## src/rtl/bp_pkg.sv

```systemverilog
// bp_pkg: shared types and default sizes for the branch-prediction controller
package bp_pkg;
  localparam int BP_HISTORY_WIDTH = 3;
  localparam int BP_PC_WIDTH = 10;
  localparam int BP_DEPTH = 4;
  typedef enum logic {RUN, FLUSH} bp_state_t;
  typedef struct packed {
    logic [BP_HISTORY_WIDTH-1:0] idx;
    logic pred;
  } bp_entry_t;
endpackage

```

## src/rtl/bp_inflight_fifo.sv

```systemverilog
// bp_inflight_fifo: in-order queue of in-flight predictions, clear beats push
module bp_inflight_fifo
  import bp_pkg::*;
#(
  parameter int DEPTH = BP_DEPTH
) (
  input  logic                       clk,
  input  logic                       rst,
  input  logic                       push,
  input  logic                       pop,
  input  logic                       clear,
  input  bp_entry_t                  din,
  output bp_entry_t                  head,
  output logic [$clog2(DEPTH+1)-1:0] count,
  output logic                       full,
  output logic                       empty
);
  localparam int CW = $clog2(DEPTH+1);
  localparam int PW = $clog2(DEPTH);
  bp_entry_t mem [DEPTH];
  logic [PW-1:0] wp, rp;
  logic do_push, do_pop;
  assign full = count == CW'(DEPTH);
  assign empty = count == '0;
  assign do_push = push && !full;
  assign do_pop = pop && !empty;
  assign head = mem[rp];
  always_ff @(posedge clk)
    if (do_push) mem[wp] <= din;
  always_ff @(posedge clk) begin
    if (rst || clear) begin
      wp <= '0;
      rp <= '0;
      count <= '0;
    end else begin
      wp <= wp + PW'(do_push);
      rp <= rp + PW'(do_pop);
      count <= count + CW'(do_push) - CW'(do_pop);
    end
  end
endmodule

```

## src/rtl/bp_ctrl.sv

```systemverilog
// bp_ctrl: branch prediction controller with in-flight tracking, table update and mispredict flush
module bp_ctrl
  import bp_pkg::*;
#(
  parameter int HISTORY_WIDTH = BP_HISTORY_WIDTH,
  parameter int PC_WIDTH = BP_PC_WIDTH,
  parameter int DEPTH = BP_DEPTH
) (
  input  logic                       clk,
  input  logic                       rst,
  input  logic                       fetch_valid,
  input  logic [PC_WIDTH-1:0]        fetch_pc,
  output logic                       fetch_ready,
  output logic                       pred_taken,
  input  logic                       resolve_valid,
  input  logic                       resolve_taken,
  output logic                       mispredict,
  output logic                       resolve_err,
  output logic [$clog2(DEPTH+1)-1:0] inflight_count,
  output logic [HISTORY_WIDTH-1:0]   tbl_addr,
  input  logic [1:0]                 tbl_rec,
  output logic [HISTORY_WIDTH-1:0]   tbl_wr_addr,
  output logic                       tbl_update,
  output logic                       tbl_taken
);
  bp_state_t state, state_nxt;
  bp_entry_t head;
  logic full, empty, push, acc, mis;
  logic unused;
  assign unused = ^{fetch_pc[PC_WIDTH-1:HISTORY_WIDTH], tbl_rec[0]};
  assign tbl_addr = fetch_pc[HISTORY_WIDTH-1:0];
  assign pred_taken = tbl_rec[1];
  assign fetch_ready = !rst && state == RUN && !full;
  assign push = fetch_valid && fetch_ready;
  assign acc = resolve_valid && !empty;
  assign mis = acc && (resolve_taken != head.pred);
  bp_inflight_fifo #(.DEPTH(DEPTH)) u_fifo (
    .clk   (clk),
    .rst   (rst),
    .push  (push),
    .pop   (acc),
    .clear (mis),
    .din   ('{idx: tbl_addr, pred: tbl_rec[1]}),
    .head  (head),
    .count (inflight_count),
    .full  (full),
    .empty (empty)
  );
  always_comb begin
    state_nxt = RUN;
    state_nxt = mis ? FLUSH : state_nxt;
  end
  always_ff @(posedge clk) begin
    if (rst) begin
      state <= RUN;
      tbl_update <= 1'b0;
      tbl_wr_addr <= '0;
      tbl_taken <= 1'b0;
      mispredict <= 1'b0;
      resolve_err <= 1'b0;
    end else begin
      state <= state_nxt;
      tbl_update <= acc;
      tbl_wr_addr <= acc ? head.idx : tbl_wr_addr;
      tbl_taken <= acc ? resolve_taken : tbl_taken;
      mispredict <= mis;
      resolve_err <= resolve_err || (resolve_valid && empty);
    end
  end
endmodule

```

## config.mk

```make
export PLATFORM = sky130hd
export DESIGN_NAME = bp_ctrl
export DESIGN_NICKNAME = d
export VERILOG_FILES = /design/src/rtl/bp_pkg.sv /design/src/rtl/bp_inflight_fifo.sv /design/src/rtl/bp_ctrl.sv
export SDC_FILE = /design/constraint.sdc
export NUM_CORES = 1
export LEC_CHECK = 0
export ABC_AREA = 1
export ABC_CLOCK_PERIOD_IN_PS = 2750
export CAP_MARGIN = 10
export CORE_MARGIN = 2
export CORE_UTILIZATION = 48
export DETAILED_ROUTE_END_ITERATION = 10
export PLACE_DENSITY = 0.78
export SKIP_CTS_REPAIR_TIMING = 1
export SLEW_MARGIN = 20
export SYNTH_ARGS = -nofsm -noshare
export SYNTH_HDL_FRONTEND = slang
export SYNTH_HIERARCHICAL = 1
export SYNTH_SLANG_ARGS = --single-unit
```

## constraint.sdc

```tcl
create_clock -name clk -period 2.75 [get_ports clk]
set_input_delay 0.6875 -clock clk [delete_from_list [all_inputs] [get_ports clk]]
set_output_delay 0.6875 -clock clk [all_outputs]
set_load 0.02 [all_outputs]
```

---- Word-level counts from Yosys, hierarchy flattened ----
Memory sizes are Yosys's and may differ from the RTL's. A register that Yosys moved wholly into a read port is not among the register bits.
Cells that the tools add are included.
word-level totals
  logic and storage cells ................. 35
  input bits .............................. 17
  output and inout bits ................... 15
  register bits after elaboration ......... 15
  bits in writable memories ............... 16
  memories ................................ 1
operators by class
  $add $sub $neg .......................... 4
  reductions and logical operators ........ 14
  multiplexer cells ....................... 4
  equality and inequality tests ........... 2
  bitwise gates (word level) .............. 1
memory list
  memory      depth  width  rd ports  clocked after Yosys merged registers in  write ports  line                    source
  u_fifo.mem  4      4      1         1                                        1            bp_inflight_fifo.sv:20  bp_entry_t mem [DEPTH];
operator list
  cell                  number
  $logic_and A1 B1 Y1   8
  $add A2 B1 Y2         2
  $add A3 B1 Y3         1
  $eq A3 B3 Y1 const B  1
  $logic_not A1 Y1      3
  $logic_not A3 Y1      1
  $mux W1               3
  $sub A3 B1 Y3         1
  $logic_or A1 B1 Y1    2
  $mux W2               1
  $ne A1 B1 Y1          1
  $not A1 Y1            1

---- Logic depth before layout (Yosys ltp) ----
  depth in word-level cells ............... 7
  mapped depth ............................ 14
  mapped depth without buffers ............ 14

---- Hierarchy ----
Netlist, hierarchy kept.
modules (own cells, without submodules)
  module            area an instance (um^2)  cells an instance  sequential area each (um^2)  instances
  bp_inflight_fifo  983.4                    90                 620.6                        1
  bp_ctrl           332.8                    48                 140.1                        1

---- Least setup slack after synthesis ----
OpenSTA, ideal clock, no wires.
  path kind ............................... input port to flip-flop
  start ................................... in rst
  end ..................................... reg u_fifo.count[2]
  setup time .............................. 0.116 ns
  path buffers ............................ 0
  stages .................................. 10
  setup slack ............................. 0.603 ns
  data arrival time ....................... 2.031 ns
  data required time ...................... 2.634 ns
  path through ............................ inv_1 > nand2_1 > nor2_1 > o21ai_4 > nand3_2 > nand2_1 > ha_1 > fa_1 > xor2_1 > nor2_1
on the way
  longest elaborated chain between the ends .. 7
  elaborated cells on any way between the ends .. 8
  classes of those cells .................. add/sub: 2; reduce/logical: 6
ends and longest elaborated chain
  what                               line                    source
  from (decl)                        bp_ctrl.sv:10           input logic rst,
  $logic_not A1 Y1                   bp_ctrl.sv:33           assign fetch_ready = !rst && state == RUN && !full;
  $logic_and A1 B1 Y1 (2 in series)  bp_ctrl.sv:33
  $logic_and A1 B1 Y1                bp_ctrl.sv:34           assign push = fetch_valid && fetch_ready;
  via push                           bp_ctrl.sv:28           logic full, empty, push, acc, mis;
  $logic_and A1 B1 Y1                bp_inflight_fifo.sv:25  assign do_push = push && !full;
  $add A3 B1 Y3                      bp_inflight_fifo.sv:38  count <= count + CW'(do_push) - CW'(do_pop);
  $sub A3 B1 Y3                      bp_inflight_fifo.sv:38
  to (signal assigned)               bp_inflight_fifo.sv:38
  to (decl)                          bp_inflight_fifo.sv:14  output logic [$clog2(DEPTH+1)-1:0] count,
The timed path passes the listed nets, and every way through them passes these cells.
A chain may end at the register's enable or synchronous reset.

---- Worst setup path after layout ----
  start ................................... in rst
  end ..................................... out fetch_ready
on the way
  longest elaborated chain between the ends .. 3
ends and longest elaborated chain
  what                               line           source
  $logic_not A1 Y1                   bp_ctrl.sv:33
  $logic_and A1 B1 Y1 (2 in series)  bp_ctrl.sv:33
  to (decl)                          bp_ctrl.sv:13  output logic fetch_ready,
Every way passes these cells.

==> metrics.txt <==
status=finished clean; CORE AREA=2540 sq um; synth unique cells=24; routing usage on met2=0.282; final WL=2370 um; GRT overflow=0; vias=990; Worst EP required=between 2 and 2.5 ns; Initial Utilization=0.517; # Max-Cap Violations=0; met3 usage=0.0553; remaining antenna violation count=0; P per Cell Area=about 900 nW/um^2; Post-Synthesis Cell Area=roughly 1300 sq um; Antenna diodes=0; num rows=18; HPWL after DPL=around 1800 um; crit path time final=2.62 ns; Syn. warnings=6; Worst Skew=approximately 0.014 ns; Worst Tran Pin Value=about 0.33 ns; number of global-route vias before repair=between 900 and 1000; CTS Sinks=30; Worst-Skew Late Latency=around 0.34 ns; Worst-path clk slew=around 0.080 ns; syn avg cell area=approximately 9.5 sq um; Cells after Synth=between 100 and 150; synth-to-layout area growth=27.1%; Max VDD drop=slightly above 0.0006 V; Leak=~0.68 nW; Crit Path Class=in2out; final hold violations=0; Total Power=1.51 mW; Die Span X=approximately 56 um; Longest Clk Path Bufs=2; DRC errors left=0; final net count=roughly 190; layout cells sized above 1=0.153; Setup TNS=0 ns; register area share after synthesis=0.578; wire per inst=between 10 and 15 um; drt via density=approximately 5.0; GR Util met1=0.186; fmax=around 380 MHz; routability cong.=~0.75; period utilization=0.953; port buffer count=23; startpoint types=input pin; CTS Root Cell=clkbuf_4; Die Ht=56.4 um; gr usage total=0.171; RSZ-0062 raised after global routing=no; Max Slew Vio Count=0; first-pass GRT wire length=just over 4000 um; I/O pin total=32; grt peak-use layer=met2; Post-Syn Nets=about 160; largest net degree at the start of global routing=12; Max-slew headroom=0.781; 1st-iter DRT viols=19; TritonRoute pass-1 iters=4; Critical Path End Type=primary output; CTS H-tree lvls=2; Yosys reg bits=30; initial antenna violation count=0; total CTS buffers=5; die area=around 3200 sq um; Final Setup Violations=0; min-delay worst type=reg2reg; CTS tree=built; Crit path arrival time=1.93 ns; Worst Path Max Fanout=3
==> sequential cells by signal (all words and copies together), names as in the netlist <==
| register | cells |
|---|---|
| mispredict | 1 |
| resolve_err | 1 |
| tbl_taken | 1 |
| tbl_update | 1 |
| tbl_wr_addr | 3 |
| u_fifo/count | 3 |
| u_fifo/mem | 16 |
| u_fifo/rp | 2 |
| u_fifo/wp | 2 |
==> path summary, 6_finish.rpt <==
kind	from	to	slack, ns	cells after the start
worst max-delay path	rst	fetch_ready	0.13	5
worst min-delay path	resolve_err$_SDFF_PP0_	resolve_err$_SDFF_PP0_	0.48	2
worst max register to register	u_fifo/count[1]$_SDFF_PP0_	u_fifo/count[2]$_SDFF_PP0_	0.62	13
worst min register to register	resolve_err$_SDFF_PP0_	resolve_err$_SDFF_PP0_	0.48	2
==> critical path, cell delays in order <==
cell and delay [ns]:
clkdlybuf4s50_1 0.45, inv_1 0.09, nand2_1 0.07, inv_1 0.05, clkdlybuf4s50_1 0.59
==> layout make-up <==
class	instances	area, sq um
Fill cell	217	872
Clock inverter	2	37.5
Multi-Input combinational cell	79	430
Inverter	24	90.1
Clock buffer	6	41.3
Tap cell	30	37.5
Timing Repair Buffer	29	275
Sequential cell	30	761
==> per-stage QoR <==
step                instances  area (sq um)  utilization  setup WS (ns)  hold WS (ns)
finish                    200          1670        0.657          0.130         0.475
global route              200          1670        0.657         0.0654         0.522
CTS                       200          1670        0.657          0.127         0.484
detailed placement        192          1590        0.626         0.0904         0.460
global placement          192          1590        0.626          0.134         0.451
floorplan                 138          1320            -          0.603         0.520
==> layout by cell type (no fill, tap or decap), drive strengths merged <==
cell and instances:
a21oi 2, buf 6, bufinv 1, clkbuf 6
clkdlybuf4s50 23, clkinvlp 1, dfxtp 14, edfxtp 16
fa 1, ha 2, inv 24, nand2 16
nand3 6, nand4 1, nor2 31, nor3 4
o21ai 9, o22ai 4, xnor2 2, xor2 1
==> synth_stat cells <==
cell,n,area [sq um]
a21oi_1,2,10.0
buf_2,1,5.00
buf_4,4,30.0
dfxtp_1,14,280
edfxtp_1,16,480
fa_1,1,20.0
ha_1,2,25.0
inv_1,20,75.1
inv_2,4,15.0
nand2_1,13,48.8
nand2_2,2,12.5
nand2_4,1,11.3
nand3_1,4,20.0
nand3_2,2,20.0
nand4_1,1,6.26
nor2_1,28,105
nor2_2,2,12.5
nor2_4,1,11.3
nor3_1,4,20.0
o21ai_0,8,40.0
o21ai_4,1,16.3
o22ai_1,4,25.0
xnor2_1,2,17.5
xor2_1,1,8.76
==> routing by layer <==
layer  vias to the layer above  wire length (um)
met5                         -                 0
met4                         0                66
met3                         9               147
met2                        36              1120
met1                       445              1030
li1                        500                 -
==> power by group <==
group	internal (mW)	total (mW)	switching, mW	leakage (nW)
sequential	0.552	0.612	0.0605	0.259
clock	0.192	0.346	0.155	0.0385
combinational	0.234	0.549	0.315	0.381
==> kinds of logic (layout without fill, tap and decap cells) <==
group,after synthesis,count (layout),share of synthesized area
simple gates,58,58,0.203
flops,30,30,0.578
buf+inv,29,61,0.0950
compound gates,15,15,0.0694
fa+ha+maj,3,3,0.0342
xor+xnor,3,3,0.0200
Note: power is estimated with default switching activity, not from simulation.
